`src/rtl/gelu_lut_loader.sv`:
```
// Streams a header byte plus 256 LUT bytes into one of four GELU LUT BRAM layers.
// Define GELU_LOADER_CHKSUM_EN to require a trailing XOR checksum byte per frame.
module gelu_lut_loader #(
    parameter logic [5:0]  MAGIC       = 6'h2A,
    parameter int unsigned TIMEOUT_CYC = 1024
) (
    input  logic       clk_i,
    input  logic       rst_ni,
    input  logic [7:0] s_data_i,
    input  logic       s_valid_i,
    output logic       s_ready_o,
    output logic       lut_we_o,
    output logic [9:0] lut_waddr_o,
    output logic [7:0] lut_wdata_o,
    output logic       busy_o,
    output logic       done_o,
    output logic       err_o,
    output logic [3:0] layer_ok_o
);

    localparam int unsigned CntW = $clog2(TIMEOUT_CYC + 1);

`ifdef GELU_LOADER_CHKSUM_EN
    typedef enum logic [1:0] {StIdle = 2'd0, StData = 2'd1, StDone = 2'd2, StChk = 2'd3} state_e;
`else
    typedef enum logic [1:0] {StIdle = 2'd0, StData = 2'd1, StDone = 2'd2} state_e;
`endif

    state_e          state, state_next;
    logic [1:0]      layer, layer_next;
    logic [7:0]      index, index_next;
    logic [CntW-1:0] idle_cnt, idle_cnt_next;
    logic            we_next;
    logic [9:0]      waddr_next;
    logic [7:0]      wdata_next;
    logic            err_next;
    logic [3:0]      layer_ok_next;
    logic            xfer;
    logic            in_frame;
`ifdef GELU_LOADER_CHKSUM_EN
    logic [7:0]      xacc, xacc_next;
`endif

    // Ready is gated by reset so nothing is accepted while rst_ni is held low.
    assign s_ready_o = rst_ni && (state != StDone);
    assign xfer      = s_valid_i && s_ready_o;
    assign busy_o    = (state != StIdle);
    assign done_o    = (state == StDone);
    assign in_frame  = (state != StIdle) && (state != StDone);

    always_comb begin
        state_next    = state;
        layer_next    = layer;
        index_next    = index;
        idle_cnt_next = idle_cnt;
        we_next       = 1'b0;
        waddr_next    = lut_waddr_o;
        wdata_next    = lut_wdata_o;
        err_next      = 1'b0;
        layer_ok_next = layer_ok_o;
`ifdef GELU_LOADER_CHKSUM_EN
        xacc_next     = xacc;
`endif
        case (state)
            StIdle: begin
                if (xfer) begin
                    if (s_data_i[7:2] == MAGIC) begin
                        layer_next                   = s_data_i[1:0];
                        layer_ok_next[s_data_i[1:0]] = 1'b0;
                        index_next                   = 8'd0;
                        state_next                   = StData;
`ifdef GELU_LOADER_CHKSUM_EN
                        xacc_next                    = 8'd0;
`endif
                    end else begin
                        err_next = 1'b1;
                    end
                end
            end
            StData: begin
                if (xfer) begin
                    we_next    = 1'b1;
                    waddr_next = {layer, index};
                    wdata_next = s_data_i;
                    index_next = index + 8'd1;
`ifdef GELU_LOADER_CHKSUM_EN
                    xacc_next  = xacc ^ s_data_i;
                    if (index == 8'hFF) state_next = StChk;
`else
                    if (index == 8'hFF) begin
                        state_next           = StDone;
                        layer_ok_next[layer] = 1'b1;
                    end
`endif
                end
            end
`ifdef GELU_LOADER_CHKSUM_EN
            StChk: begin
                if (xfer) begin
                    state_next = StDone;
                    if (s_data_i == xacc) layer_ok_next[layer] = 1'b1;
                    else                  err_next             = 1'b1;
                end
            end
`endif
            StDone:  state_next = StIdle;
            default: state_next = StIdle;
        endcase

        // Idle watchdog: any transfer clears it; a stalled frame is abandoned.
        if (xfer) begin
            idle_cnt_next = '0;
        end else if (in_frame) begin
            if (idle_cnt == CntW'(TIMEOUT_CYC - 1)) begin
                err_next      = 1'b1;
                state_next    = StIdle;
                idle_cnt_next = '0;
            end else begin
                idle_cnt_next = idle_cnt + CntW'(1);
            end
        end else begin
            idle_cnt_next = '0;
        end
    end

    always_ff @(posedge clk_i or negedge rst_ni) begin
        if (!rst_ni) begin
            state       <= StIdle;
            layer       <= 2'd0;
            index       <= 8'd0;
            idle_cnt    <= '0;
            lut_we_o    <= 1'b0;
            lut_waddr_o <= 10'd0;
            lut_wdata_o <= 8'd0;
            err_o       <= 1'b0;
            layer_ok_o  <= 4'b0000;
`ifdef GELU_LOADER_CHKSUM_EN
            xacc        <= 8'd0;
`endif
        end else begin
            state       <= state_next;
            layer       <= layer_next;
            index       <= index_next;
            idle_cnt    <= idle_cnt_next;
            lut_we_o    <= we_next;
            lut_waddr_o <= waddr_next;
            lut_wdata_o <= wdata_next;
            err_o       <= err_next;
            layer_ok_o  <= layer_ok_next;
`ifdef GELU_LOADER_CHKSUM_EN
            xacc        <= xacc_next;
`endif
        end
    end

endmodule

```
`config.mk`:
```
export PLATFORM = sky130hd
export DESIGN_NAME = gelu_lut_loader
export DESIGN_NICKNAME = d
export VERILOG_FILES = /design/src/rtl/gelu_lut_loader.sv
export SDC_FILE = /design/constraint.sdc
export NUM_CORES = 1
export LEC_CHECK = 0
export CORE_MARGIN = 2
export CORE_UTILIZATION = 45
export CTS_CLUSTER_DIAMETER = 120
export DETAILED_ROUTE_END_ITERATION = 8
export PLACE_DENSITY = 0.71
export SLEW_MARGIN = 25
export SYNTH_ARGS = -nofsm -noshare
export SYNTH_HDL_FRONTEND = slang
export SYNTH_SLANG_ARGS = --single-unit
export TNS_END_PERCENT = 30
```
`constraint.sdc`:
```
create_clock -name clk_i -period 1.6 [get_ports clk_i]
set_clock_uncertainty 0.1 [all_clocks]
set_input_delay 0.16 -clock clk_i [delete_from_list [all_inputs] [get_ports clk_i]]
set_output_delay 0.16 -clock clk_i [all_outputs]
set_load 0.01 [all_outputs]
```
=== Word-level counts from Yosys, hierarchy flattened ===
Cells that the tools add are included.

* Bitwise operators: 3
* Mux-type cells: 32
* Order comparisons: 4
* Reduce and logical (&&, ||, !) cells: 12
* Add/subtract/negate cells: 2
* Equality and inequality tests: 10

{| class="wikitable"
|+ Operators with widths
! cell !! number
|-
| $mux 11 || 3
|-
| $mux 8 || 3
|-
| $mux 4 || 4
|-
| $pmux 8 s2 || 1
|-
| $mux 2 || 7
|-
| $add 11x1->11 const B || 1
|-
| $eq 11x10->1 const B || 1
|-
| $mux 1 || 10
|-
| $ne 2x2->1 const B || 5
|-
| $add 8x1->8 const B || 1
|-
| $eq 8x8->1 const B || 1
|-
| $pmux 4 s2 || 1
|-
| $eq 6x6->1 const B || 1
|-
| $lt 2x3->1 const B || 2
|-
| $logic_and 1x1->1 || 5
|-
| $reduce_and 5->1 || 1
|-
| $and 4x4->4 || 1
|-
| $demux 1 s2 || 2
|-
| $ge 2x1->1 const B || 2
|-
| $not 4->4 || 1
|-
| $or 4x4->4 || 1
|-
| $pmux 2 s2 || 1
|-
| $reduce_and 4->1 || 1
|-
| $reduce_bool 2->1 || 2
|-
| other kinds (5) || 5
|}

* Register bits after elaboration: 47
* Word-level logic and storage cells: 72
* Output and inout bits: 27
* Input port bits: 11

=== Longest topological paths before layout ===
Gate-level depths: netlist (run 1).

* Depth in word-level cells: 9
* Depth in mapped cells: 6

=== Worst setup path after synthesis (run 1) ===
Ideal clock, no wire load.

* Path type: register to register
* Start point: register index[0]
* End point: register index[6]
* Arrival time: 1,454 ps
* Setup time: 78 ps
* Stages on the path, launching flop included: 6
* Slack: -32 ps
* Path buffers: 0
* Cell sequence: dfrtp_1 -> ha_1 -> nand3_2 -> or3_1 -> or3_1 -> a21oi_1

* Word-level cells in the longest chain between the ends: 3

{| class="wikitable"
|+ Ends and longest elaborated chain
! what !! line !! RTL
|-
| from (decl) || 31 || <nowiki>logic [7:0] index, index_next;</nowiki>
|-
| from (signal assigned) || 143 || <nowiki>index <= index_next;</nowiki>
|-
| $add 8x1->8 || 85 || <nowiki>index_next = index + 8'd1;</nowiki>
|-
| $mux 8 || 81 || <nowiki>if (xfer) begin</nowiki>
|-
| $pmux 8 s2 || 64 || <nowiki>case (state)</nowiki>
|}

Every way passes these cells. The select of a mux whose other input is x is not followed.
A chain may end at the register's enable or synchronous reset.

=== Final worst setup path (run 1) ===
* Start point: register index[1]
* End point: register index[7]

Same word-level chain as after synthesis.

==> flow_results.xml, run 1 <==
<?xml version="1.0" encoding="UTF-8"?>
<metrics>
  <group name="timing">
    <metric name="slew-limit-headroom" unit="">0.713</metric>
    <metric name="timing_worst_slew_pin_value" unit="ns">0.431</metric>
    <metric name="finalHoldViolations" unit="">0</metric>
    <metric name="timing.hold.ws" unit="ns">0.199</metric>
    <metric name="finalMaxSlewViolations" unit="">0</metric>
    <metric name="final.setup.tns" unit="ns">-0.0358</metric>
    <metric name="setup_repair_after_global_routing_missed_its_margin" unit="">true</metric>
    <metric name="top_achievable_clock_speed" unit="MHz">612</metric>
    <metric name="finalSetupViolCount" unit="">2</metric>
    <metric name="timing.final.crit_share" unit="">1.02</metric>
    <metric name="layout_setup_ws" unit="ns">-0.0337</metric>
    <metric name="finalWorstPathRequiredPeriod" unit="ns">1.63</metric>
  </group>
  <group name="synthesis">
    <metric name="synthesis.instances" unit="">206</metric>
    <metric name="synth_seq_area_share" unit="">0.576</metric>
    <metric name="synth-edff-count" unit="">0</metric>
    <metric name="synth-seq-cells" unit="">47</metric>
    <metric name="postSynth.topFlopCell" unit="">dfrtp_1</metric>
    <metric name="ys_warn_count" unit="">0</metric>
    <metric name="syn_area_per_cell" unit="um2">9.91</metric>
    <metric name="synth.net_count" unit="">219</metric>
    <metric name="ys_types" unit="">35</metric>
    <metric name="synth_area" unit="um2">2040</metric>
    <metric name="synthArstFlopShare" unit="">1.00</metric>
  </group>
  <group name="grt">
    <metric name="global_route.usage.total" unit="">0.182</metric>
    <metric name="antenna_found_initial" unit="">0</metric>
    <metric name="grt_max_degree" unit="">36</metric>
    <metric name="overflow" unit="">0</metric>
    <metric name="wire_length_of_the_first_global_routing_pass" unit="um">7290</metric>
    <metric name="vias_in_the_first_global_route" unit="">1571</metric>
  </group>
  <group name="final_layout">
    <metric name="antenna_cells" unit="">0</metric>
    <metric name="mostFrequentLayoutCells" unit="">nand2_1, dfrtp_1, clkdlybuf4s50_1</metric>
    <metric name="finalNetCount" unit="">285</metric>
    <metric name="finish.instance_area" unit="um2">2870</metric>
    <metric name="drive_above_1_share" unit="">0.190</metric>
    <metric name="layoutNonFillerInstCount" unit="">325</metric>
    <metric name="area_growth_syn_to_layout" unit="%">40.5</metric>
    <metric name="fillers" unit="">370</metric>
    <metric name="layout.cells.most_common" unit="">nand2_1</metric>
    <metric name="finalCoreUtilization" unit="">0.658</metric>
  </group>
  <group name="worst_setup_path">
    <metric name="critical_path_peak_fanout" unit="">3</metric>
    <metric name="crit_arrival" unit="ns">1.77</metric>
    <metric name="critical_path.n_buffers_inverters" unit="">1</metric>
    <metric name="cpPeakStageDelay" unit="ns">0.49</metric>
    <metric name="slowest_stage" unit="">or4_1</metric>
    <metric name="worstPathCellList" unit="">buf_4 &gt; and3_4 &gt; nand3_2 &gt; or4_1 &gt; a21oi_1</metric>
    <metric name="worstSetupPathType" unit="">flop to flop</metric>
    <metric name="start_kind" unit="">flop</metric>
    <metric name="critPathRequiredTime" unit="ns">1.74</metric>
    <metric name="endpoint_class_of_the_critical_path" unit="">flop</metric>
    <metric name="path_delay_family" unit="">simple AND/OR/NAND/NOR gates</metric>
  </group>
  <group name="power_and_ir_drop">
    <metric name="total_leakage_power" unit="uW">0.00135</metric>
    <metric name="powerDensity" unit="nW/um2">1080</metric>
    <metric name="vdd_ir_drop_max" unit="V">0.000860</metric>
  </group>
  <group name="drt">
    <metric name="wl" unit="um">4390</metric>
    <metric name="postRouteAntennaNets" unit="">0</metric>
    <metric name="drt-initial-drc-count" unit="">87</metric>
    <metric name="route.detailed.vias_per_inst" unit="">5.11</metric>
    <metric name="vias" unit="">1661</metric>
    <metric name="drc" unit="">0</metric>
    <metric name="wl_per_cell" unit="um">13.5</metric>
    <metric name="1st_pass_router_iterations" unit="">4</metric>
  </group>
  <group name="die">
    <metric name="rows" unit="">24</metric>
    <metric name="design.portCount" unit="">38</metric>
    <metric name="die-height" unit="um">71.3</metric>
    <metric name="die-area" unit="um2">5090</metric>
    <metric name="design.core.area" unit="um2">4350</metric>
    <metric name="initial_utilization" unit="">0.469</metric>
    <metric name="die_width" unit="um">71.3</metric>
  </group>
  <group name="clocking">
    <metric name="clockRootBuffer" unit="">clkbuf_8</metric>
    <metric name="cts_inserted_buffers" unit="">5</metric>
    <metric name="ctsHtreeMaxLevel" unit="">2</metric>
    <metric name="clock-sinks" unit="">47</metric>
    <metric name="cts_tree" unit="">done</metric>
    <metric name="worst_skew_pair.late_latency" unit="ns">0.30</metric>
    <metric name="clk_path_buf_depth" unit="">2</metric>
    <metric name="path_clk_slew" unit="ns">0.09</metric>
  </group>
  <group name="hold_path">
    <metric name="worstHoldPathType" unit="">input pin to asynchronous set/reset pin</metric>
  </group>
  <group name="placement">
    <metric name="number_of_cells_after_detailed_placement" unit="">316</metric>
    <metric name="routabilityCongestion" unit="">0.781</metric>
    <metric name="detailedPlacementHpwl" unit="um">3170</metric>
    <metric name="port_buffers" unit="">37</metric>
    <metric name="dpl_cell_area" unit="um2">2670</metric>
  </group>
  <group name="run_status">
    <metric name="violations" unit="">setup timing</metric>
    <metric name="outcome" unit="">complete, but fails checks</metric>
  </group>
  <group name="run">
    <metric name="drv.max_cap_violation_count" unit="">0</metric>
  </group>
</metrics>
[stage by stage]
stage / worst slack, ns / total power (uW)
floorplan: 0.00909 / 1720
global placement: -0.240 / 2160
detailed placement: -0.275 / 2180
CTS: -0.0683 / 3100
global route: -0.116 / 3260
finish: -0.0337 / 3090
[cell usage after synthesis (all sizes together), types with 2 or more instances]
cell | number | area share
o21ai | 10 | 0.025
nor2b | 2 | 0.0061
nor2 | 11 | 0.020
inv | 10 | 0.018
xnor2 | 6 | 0.026
nand2 | 52 | 0.096
buf | 2 | 0.0049
clkbuf | 3 | 0.0055
a31oi | 8 | 0.025
a22o | 4 | 0.017
nor3 | 7 | 0.020
dfrtp | 47 | 0.58
nand3 | 7 | 0.020
o31ai | 3 | 0.011
or4 | 2 | 0.0074
mux2i | 3 | 0.015
ha | 2 | 0.012
nand4 | 4 | 0.012
a21oi | 5 | 0.012
or2 | 2 | 0.0061
or3 | 4 | 0.012
[worst register-to-register path, stage by stage (launching register included)]
cell     delay [ns]
dfrtp_1        0.41
buf_4          0.14
and3_4         0.18
nand3_2        0.10
or4_1          0.49
a21oi_1        0.15
[cell families after synthesis]
group	Yosys count	share of synthesized area
and+or+nand+nor	99	0.237
muxes	3	0.0147
adders and majority gates	2	0.0123
AOI/OAI and AO/OA	33	0.101
xor gates and xnor gates	7	0.0300
buffers and inverters	15	0.0288
DFF	47	0.576
[final timing paths]
kind,startpoint,endpoint,slack (ns),cells past startpoint
setup / recovery,index[1]$_DFFE_PN0P_,index[7]$_DFFE_PN0P_,-0.03,5
hold / removal,rst_ni,index[2]$_DFFE_PN0P_,0.20,2
setup reg to reg,index[1]$_DFFE_PN0P_,index[7]$_DFFE_PN0P_,-0.03,5
hold reg to reg,lut_waddr_o[2]$_DFFE_PN0P_,lut_waddr_o[2]$_DFFE_PN0P_,0.38,2
max in group asynchronous,rst_ni,index[0]$_DFFE_PN0P_,0.51,3
min in group clk_i,rst_ni,err_o$_DFF_PN0_,0.25,4
[layout make-up]
cell class              instances  area, um2  area share
clock buffers                   6       82.6      0.0288
clock inverters                 2       38.8      0.0135
inverters                      10       37.5      0.0131
multi-input cells             144        868       0.303
flip-flops and latches         47       1180       0.411
well taps                      52       65.1      0.0227
repair buffers                 64        597       0.208
[routing by layer]
metal / wire length, um / GRT usage / vias up / share of wire
met3: 150 / 0.0380 / 7 / 0.034
met5: 0 / 0 / - / 0
li1: - / - / 844 / -
met1: 2170 / 0.265 / 777 / 0.49
met4: 70 / 0.0650 / 0 / 0.016
met2: 2000 / 0.273 / 33 / 0.46
[report_power, final]
group          internal, uW  leakage [uW]  switching [uW]
sequential             1350      0.000627             110
clock                   514     0.0000618             398
combinational           412      0.000658             312
[flip-flops by register name, summed over array words and instances (netlist names)]
name,flops
idle_cnt,11
lut_waddr_o,10
index,8
lut_wdata_o,8
layer_ok_o,4
layer,2
state,2
err_o,1
lut_we_o,1
[timing repair]
action                                 in CTS  in global routing
resized for setup                           7                 13
endpoints found under the hold margin      47                  0
setup endpoints to repair                  12                 22
cloned                                      0                  0
pin swaps                                   1                  1
hold buffers                                1                  0
setup buffers                               0                  0
(Power assumes the default switching activity.)
==> inputs of run 2 (changes only) <==
==> constraint.sdc (replaced) <==
create_clock -name clk_i -period 1.4 [get_ports clk_i]
set_clock_uncertainty 0.1 [all_clocks]
set_input_delay 0.14 -clock clk_i [delete_from_list [all_inputs] [get_ports clk_i]]
set_output_delay 0.14 -clock clk_i [all_outputs]
set_load 0.01 [all_outputs]
==> flow_results.xml, run 2 (synthesis results as in run 1) <==
<?xml version="1.0" encoding="UTF-8"?>
<metrics>
  <group name="grt">
    <metric name="wire_length_of_the_first_global_routing_pass" unit="um">8370</metric>
    <metric name="vias_in_the_first_global_route" unit="">1799</metric>
    <metric name="grt_max_degree" unit="">26</metric>
    <metric name="global_route.usage.total" unit="">0.208</metric>
    <metric name="antenna_found_initial" unit="">0</metric>
    <metric name="overflow" unit="">0</metric>
  </group>
  <group name="clocking">
    <metric name="cts_inserted_buffers" unit="">5</metric>
    <metric name="clockRootBuffer" unit="">clkbuf_8</metric>
    <metric name="clk_path_buf_depth" unit="">2</metric>
    <metric name="path_clk_slew" unit="ns">0.09</metric>
    <metric name="ctsHtreeMaxLevel" unit="">2</metric>
    <metric name="worst_skew_pair.late_latency" unit="ns">0.30</metric>
    <metric name="clock-sinks" unit="">47</metric>
    <metric name="cts_tree" unit="">done</metric>
  </group>
  <group name="timing">
    <metric name="finalSetupViolCount" unit="">47</metric>
    <metric name="timing.final.crit_share" unit="">1.22</metric>
    <metric name="slew-limit-headroom" unit="">0.764</metric>
    <metric name="timing_worst_slew_pin_value" unit="ns">0.351</metric>
    <metric name="finalHoldViolations" unit="">0</metric>
    <metric name="setup_repair_after_global_routing_missed_its_margin" unit="">true</metric>
    <metric name="layout_setup_ws" unit="ns">-0.302</metric>
    <metric name="top_achievable_clock_speed" unit="MHz">588</metric>
    <metric name="finalWorstPathRequiredPeriod" unit="ns">1.70</metric>
    <metric name="final.setup.tns" unit="ns">-6.14</metric>
    <metric name="finalMaxSlewViolations" unit="">0</metric>
  </group>
  <group name="worst_setup_path">
    <metric name="timing.reg2reg.worst_path_depth" unit="">5</metric>
    <metric name="endpoint_class_of_the_critical_path" unit="">flop</metric>
    <metric name="critPathRequiredTime" unit="ns">1.53</metric>
    <metric name="most_used_cell_cp" unit="">or3_4</metric>
    <metric name="cpPeakStageDelay" unit="ns">0.40</metric>
    <metric name="worstSetupPathType" unit="">flop to flop</metric>
    <metric name="slowest_stage" unit="">dfrtp_1</metric>
    <metric name="start_kind" unit="">flop</metric>
    <metric name="critical_path_peak_fanout" unit="">3</metric>
    <metric name="worstPathCellList" unit="">ha_2 &gt; nand3_2 &gt; or3_4 &gt; or3_4 &gt; a21oi_2</metric>
    <metric name="crit_arrival" unit="ns">1.83</metric>
  </group>
  <group name="final_layout">
    <metric name="layout_top_registers" unit="">idle_cnt (11), lut_waddr_o (10)</metric>
    <metric name="layout.cells.most_common" unit="">nand2_1</metric>
    <metric name="drive_above_1_share" unit="">0.319</metric>
    <metric name="largest-register" unit="">idle_cnt</metric>
    <metric name="antenna_cells" unit="">0</metric>
    <metric name="layoutNonFillerInstCount" unit="">350</metric>
    <metric name="area_growth_syn_to_layout" unit="%">59.1</metric>
    <metric name="number_of_flip_flops_under_the_largest_register_name" unit="">11</metric>
    <metric name="mostFrequentLayoutCells" unit="">nand2_1, dfrtp_1, buf_4</metric>
    <metric name="fillers" unit="">280</metric>
    <metric name="finalNetCount" unit="">310</metric>
  </group>
  <group name="drt">
    <metric name="1st_pass_router_iterations" unit="">4</metric>
    <metric name="wl_per_cell" unit="um">16.3</metric>
    <metric name="vias" unit="">1921</metric>
    <metric name="route.detailed.vias_per_inst" unit="">5.49</metric>
    <metric name="drc" unit="">0</metric>
    <metric name="drt-initial-drc-count" unit="">93</metric>
    <metric name="wl" unit="um">5710</metric>
    <metric name="postRouteAntennaNets" unit="">0</metric>
  </group>
  <group name="placement">
    <metric name="number_of_cells_after_detailed_placement" unit="">326</metric>
    <metric name="routabilityCongestion" unit="">0.831</metric>
    <metric name="detailedPlacementHpwl" unit="um">3410</metric>
    <metric name="port_buffers" unit="">37</metric>
  </group>
  <group name="hold_path">
    <metric name="worstHoldPathType" unit="">input pin to asynchronous set/reset pin</metric>
  </group>
  <group name="die">
    <metric name="die-height" unit="um">71.3</metric>
    <metric name="design.core.area" unit="um2">4350</metric>
    <metric name="design.portCount" unit="">38</metric>
    <metric name="die_width" unit="um">71.3</metric>
    <metric name="die-area" unit="um2">5090</metric>
    <metric name="rows" unit="">24</metric>
    <metric name="initial_utilization" unit="">0.469</metric>
  </group>
  <group name="power_and_ir_drop">
    <metric name="vdd_ir_drop_max" unit="V">0.000667</metric>
    <metric name="report.power.total" unit="uW">3690</metric>
    <metric name="powerDensity" unit="nW/um2">1140</metric>
    <metric name="total_leakage_power" unit="uW">0.00163</metric>
  </group>
  <group name="run_status">
    <metric name="violations" unit="">setup timing</metric>
    <metric name="outcome" unit="">complete, but fails checks</metric>
  </group>
  <group name="run">
    <metric name="drv.max_cap_violation_count" unit="">0</metric>
  </group>
</metrics>
[run 2: final timing paths]
path / end / slack [ns] / startpoint
setup reg to reg: index[6]$_DFFE_PN0P_ / -0.30 / index[1]$_DFFE_PN0P_
hold reg to reg: lut_waddr_o[4]$_DFFE_PN0P_ / 0.37 / lut_waddr_o[4]$_DFFE_PN0P_
setup / recovery: index[6]$_DFFE_PN0P_ / -0.30 / index[1]$_DFFE_PN0P_
max in group asynchronous: lut_waddr_o[6]$_DFFE_PN0P_ / 0.42 / rst_ni
hold / removal: idle_cnt[3]$_DFF_PN0_ / 0.24 / rst_ni
min in group clk_i: err_o$_DFF_PN0_ / 0.28 / rst_ni
[run 2: through the flow]
stage / instance area [um2] / hold slack (ns) / util / setup WS [ns]
CTS: 3080 / 0.231 / 0.708 / -0.199
global route: 3250 / 0.241 / 0.746 / -0.406
finish: 3250 / 0.241 / 0.746 / -0.302
floorplan: 2090 / -0.256 / - / -0.170
detailed placement: 2780 / -0.100 / 0.638 / -0.439
global placement: 2780 / -0.103 / 0.638 / -0.412
[run 2: power by group]
group | leakage [uW] | internal [uW] | switching (uW)
logic | 0.000942 | 457 | 414
clock network | 0.0000654 | 714 | 448
registers | 0.000626 | 1540 | 121
[run 2: final cells by class]
| cell class | instances | area [um2] | area share |
|---|---|---|---|
| Clock inverter | 2 | 60.1 | 0.0185 |
| Clock buffer | 6 | 72.6 | 0.0224 |
| Inverter | 10 | 45.0 | 0.0139 |
| Tap cell | 52 | 65.1 | 0.0200 |
| Sequential cell | 47 | 1180 | 0.363 |
| Multi-Input combinational cell | 144 | 1020 | 0.316 |
| Timing Repair Buffer | 89 | 802 | 0.247 |
[run 2: metal layers]
metal | routed length (um) | GRT usage | vias to the layer above
li1 | - | - | 890
met1 | 2310 | 0.291 | 934
met2 | 2890 | 0.334 | 80
met3 | 336 | 0.0394 | 17
met4 | 167 | 0.0608 | 0
met5 | 0 | 0 | -
[run 2: critical path, delay by kind of cell, from the launching register on]
family | cells | cell delay (ns)
AO/OA/AOI/OAI | 1 | 0.13
adder cells (fa/ha/maj) | 1 | 0.21
AND/OR/NAND/NOR | 3 | 0.79
flip-flops | 1 | 0.40
[run 2: what timing repair did]
item / 4_1_cts / 5_1_grt
endpoints found under the hold margin: 47 / 0
endpoints found under the setup margin: 70 / 50
gates cloned: 0 / 1
setup buffers: 11 / 2
pin swaps: 16 / 9
gates resized for setup: 71 / 21
hold buffers: 3 / 0
==> inputs of run 3 (changes only) <==
--- a/config.mk
+++ b/config.mk
@@ -9,7 +9,9 @@
 export CORE_UTILIZATION = 45
 export CTS_CLUSTER_DIAMETER = 120
 export DETAILED_ROUTE_END_ITERATION = 8
-export PLACE_DENSITY = 0.71
+export GPL_TIMING_DRIVEN = 0
+export HOLD_SLACK_MARGIN = 0.02
+export PLACE_DENSITY = 0.68
 export SLEW_MARGIN = 25
 export SYNTH_ARGS = -nofsm -noshare
 export SYNTH_HDL_FRONTEND = slang
==> constraint.sdc (replaced) <==
create_clock -name clk_i -period 1.8 [get_ports clk_i]
set_clock_uncertainty 0.1 [all_clocks]
set_input_delay 0.18 -clock clk_i [delete_from_list [all_inputs] [get_ports clk_i]]
set_output_delay 0.18 -clock clk_i [all_outputs]
set_load 0.01 [all_outputs]
==> flow_results.xml, run 3 (synthesis results as in run 1) <==
<?xml version="1.0" encoding="UTF-8"?>
<metrics>
  <group name="hold_path">
    <metric name="worstHoldPathType" unit="">input pin to asynchronous set/reset pin</metric>
  </group>
  <group name="final_layout">
    <metric name="largest-register" unit="">idle_cnt</metric>
    <metric name="mostFrequentLayoutCells" unit="">nand2_1, dfrtp_1, clkdlybuf4s50_1</metric>
    <metric name="drive_above_1_share" unit="">0.114</metric>
    <metric name="layout_top_registers" unit="">idle_cnt (11), lut_waddr_o (10)</metric>
    <metric name="antenna_cells" unit="">0</metric>
    <metric name="area_growth_syn_to_layout" unit="%">30.5</metric>
    <metric name="finalNetCount" unit="">267</metric>
    <metric name="number_of_flip_flops_under_the_largest_register_name" unit="">11</metric>
    <metric name="seqCellArea" unit="um2">1180</metric>
    <metric name="layout.cells.most_common" unit="">nand2_1</metric>
    <metric name="finalCoreUtilization" unit="">0.612</metric>
    <metric name="fillers" unit="">368</metric>
    <metric name="combined_area_of_the_multi_input_logic_cells" unit="um2">867</metric>
  </group>
  <group name="placement">
    <metric name="port_buffers" unit="">37</metric>
    <metric name="detailedPlacementHpwl" unit="um">2920</metric>
    <metric name="routabilityCongestion" unit="">0.763</metric>
  </group>
  <group name="clocking">
    <metric name="cts_tree" unit="">done</metric>
    <metric name="worst_skew_pair.late_latency" unit="ns">0.30</metric>
    <metric name="path_clk_slew" unit="ns">0.08</metric>
    <metric name="ctsHtreeMaxLevel" unit="">2</metric>
    <metric name="clock-sinks" unit="">47</metric>
    <metric name="cts_inserted_buffers" unit="">5</metric>
    <metric name="clk_path_buf_depth" unit="">2</metric>
    <metric name="clockRootBuffer" unit="">clkbuf_8</metric>
  </group>
  <group name="drt">
    <metric name="1st_pass_router_iterations" unit="">4</metric>
    <metric name="vias" unit="">1613</metric>
    <metric name="drc" unit="">0</metric>
    <metric name="wl" unit="um">4200</metric>
    <metric name="postRouteAntennaNets" unit="">0</metric>
    <metric name="drt-initial-drc-count" unit="">93</metric>
    <metric name="route.detailed.vias_per_inst" unit="">5.25</metric>
    <metric name="wl_per_cell" unit="um">13.7</metric>
  </group>
  <group name="timing">
    <metric name="top_achievable_clock_speed" unit="MHz">573</metric>
    <metric name="finalHoldViolations" unit="">47</metric>
    <metric name="timing.hold.ws" unit="ns">-0.293</metric>
    <metric name="slew-limit-headroom" unit="">0.676</metric>
    <metric name="finalMaxSlewViolations" unit="">0</metric>
    <metric name="final.setup.tns" unit="ns">0</metric>
    <metric name="finalWorstPathRequiredPeriod" unit="ns">1.74</metric>
    <metric name="timing.final.crit_share" unit="">0.969</metric>
    <metric name="timing_worst_slew_pin_value" unit="ns">0.483</metric>
    <metric name="finalSetupViolCount" unit="">0</metric>
  </group>
  <group name="die">
    <metric name="die-height" unit="um">71.3</metric>
    <metric name="design.core.area" unit="um2">4350</metric>
    <metric name="die-area" unit="um2">5090</metric>
    <metric name="die_width" unit="um">71.3</metric>
    <metric name="rows" unit="">24</metric>
    <metric name="design.portCount" unit="">38</metric>
    <metric name="initial_utilization" unit="">0.469</metric>
  </group>
  <group name="worst_setup_path">
    <metric name="slowest_stage" unit="">dfrtp_1</metric>
    <metric name="worstPathCellList" unit="">ha_4 &gt; nand3_4 &gt; or3_1 &gt; or3_1 &gt; a21oi_1</metric>
    <metric name="critPathRequiredTime" unit="ns">1.93</metric>
    <metric name="most_used_cell_cp" unit="">or3_1</metric>
    <metric name="start_kind" unit="">flop</metric>
    <metric name="critical_path_peak_fanout" unit="">5</metric>
    <metric name="crit_arrival" unit="ns">1.88</metric>
    <metric name="cpPeakStageDelay" unit="ns">0.44</metric>
    <metric name="endpoint_class_of_the_critical_path" unit="">flop</metric>
    <metric name="path_delay_family" unit="">simple AND/OR/NAND/NOR gates</metric>
    <metric name="worstSetupPathType" unit="">flop to flop</metric>
    <metric name="critical_path.n_buffers_inverters" unit="">0</metric>
    <metric name="timing.reg2reg.worst_path_depth" unit="">5</metric>
    <metric name="critical_path_depth" unit="">5</metric>
  </group>
  <group name="power_and_ir_drop">
    <metric name="powerDensity" unit="nW/um2">933</metric>
    <metric name="total_leakage_power" unit="uW">0.00122</metric>
    <metric name="vdd_ir_drop_max" unit="V">0.000467</metric>
  </group>
  <group name="run_status">
    <metric name="violations" unit="">hold timing</metric>
    <metric name="outcome" unit="">complete, but fails checks</metric>
  </group>
  <group name="run">
    <metric name="drv.max_cap_violation_count" unit="">0</metric>
  </group>
  <group name="grt">
    <metric name="antenna_found_initial" unit="">0</metric>
    <metric name="vias_in_the_first_global_route" unit="">1583</metric>
    <metric name="grt_max_degree" unit="">53</metric>
    <metric name="wire_length_of_the_first_global_routing_pass" unit="um">7370</metric>
    <metric name="overflow" unit="">0</metric>
    <metric name="global_route.usage.total" unit="">0.184</metric>
  </group>
</metrics>
-- run 3: cell count changes in the layout (fill, tap and decap cells not counted), moves of 4 or more --
cell / previous run / this run
nor2_1: 6 / 11
a31oi_1: 4 / 8
dlygate4sd2_1: 23 / 3
buf_6: 10 / 1
o21ai_0: 3 / 10
clkdlybuf4s50_1: 9 / 33
buf_4: 38 / 5
o21ai_1: 7 / 0
a31oi_4: 4 / 0
-- run 3: routing by layer --
layer | up-vias | GRT usage | wire, um
met5 | - | 0 | 0
met4 | 0 | 0.0692 | 72
met3 | 5 | 0.0534 | 201
met2 | 30 | 0.292 | 2010
met1 | 774 | 0.239 | 1920
li1 | 804 | - | -
-- run 3: through the flow --
step	std cells	power (uW)	setup slack [ns]	instance area, um2	hold slack (ns)
floorplan	206	1530	0.168	2040	-0.216
global placement	295	1830	-2.37	2480	0.362
detailed placement	295	1840	-0.342	2470	0.147
CTS	303	2460	0.00293	2580	-0.280
global route	307	2630	-0.00169	2660	-0.264
finish	307	2490	0.0562	2660	-0.293
-- run 3: worst paths after layout --
| path | startpoint | endpoint | slack, ns |
|---|---|---|---|
| min | rst_ni | layer[0]$_DFFE_PN0P_ | -0.29 |
| max reg2reg | index[1]$_DFFE_PN0P_ | index[6]$_DFFE_PN0P_ | 0.06 |
| max | index[1]$_DFFE_PN0P_ | index[6]$_DFFE_PN0P_ | 0.06 |
| min in group clk_i | rst_ni | err_o$_DFF_PN0_ | 0.31 |
| max in group asynchronous | rst_ni | index[0]$_DFFE_PN0P_ | 1.54 |
| min reg2reg | lut_waddr_o[6]$_DFFE_PN0P_ | lut_waddr_o[6]$_DFFE_PN0P_ | 0.38 |
-- run 3: area by class of cell --
class,count,share of cell area
well taps,52,0.0244
repair buffers,41,0.149
plain buffers,5,0.0136
clock inverters,1,0.00188
inverters,10,0.0141
multi-input cells,144,0.326
clock buffers,7,0.0287
flip-flops and latches,47,0.442
-- run 3: where the power goes --
group	switching (uW)	internal, uW	total [uW]
logic	243	315	559
registers	116	1200	1310
clock network	340	273	613
total	699	1790	2490
-- run 3: what timing repair did --
item,CTS,global route
setup buffers,0,4
pin swaps,0,2
endpoints found under the setup margin,13,26
hold endpoints to repair,47,47
gates resized for setup,9,13
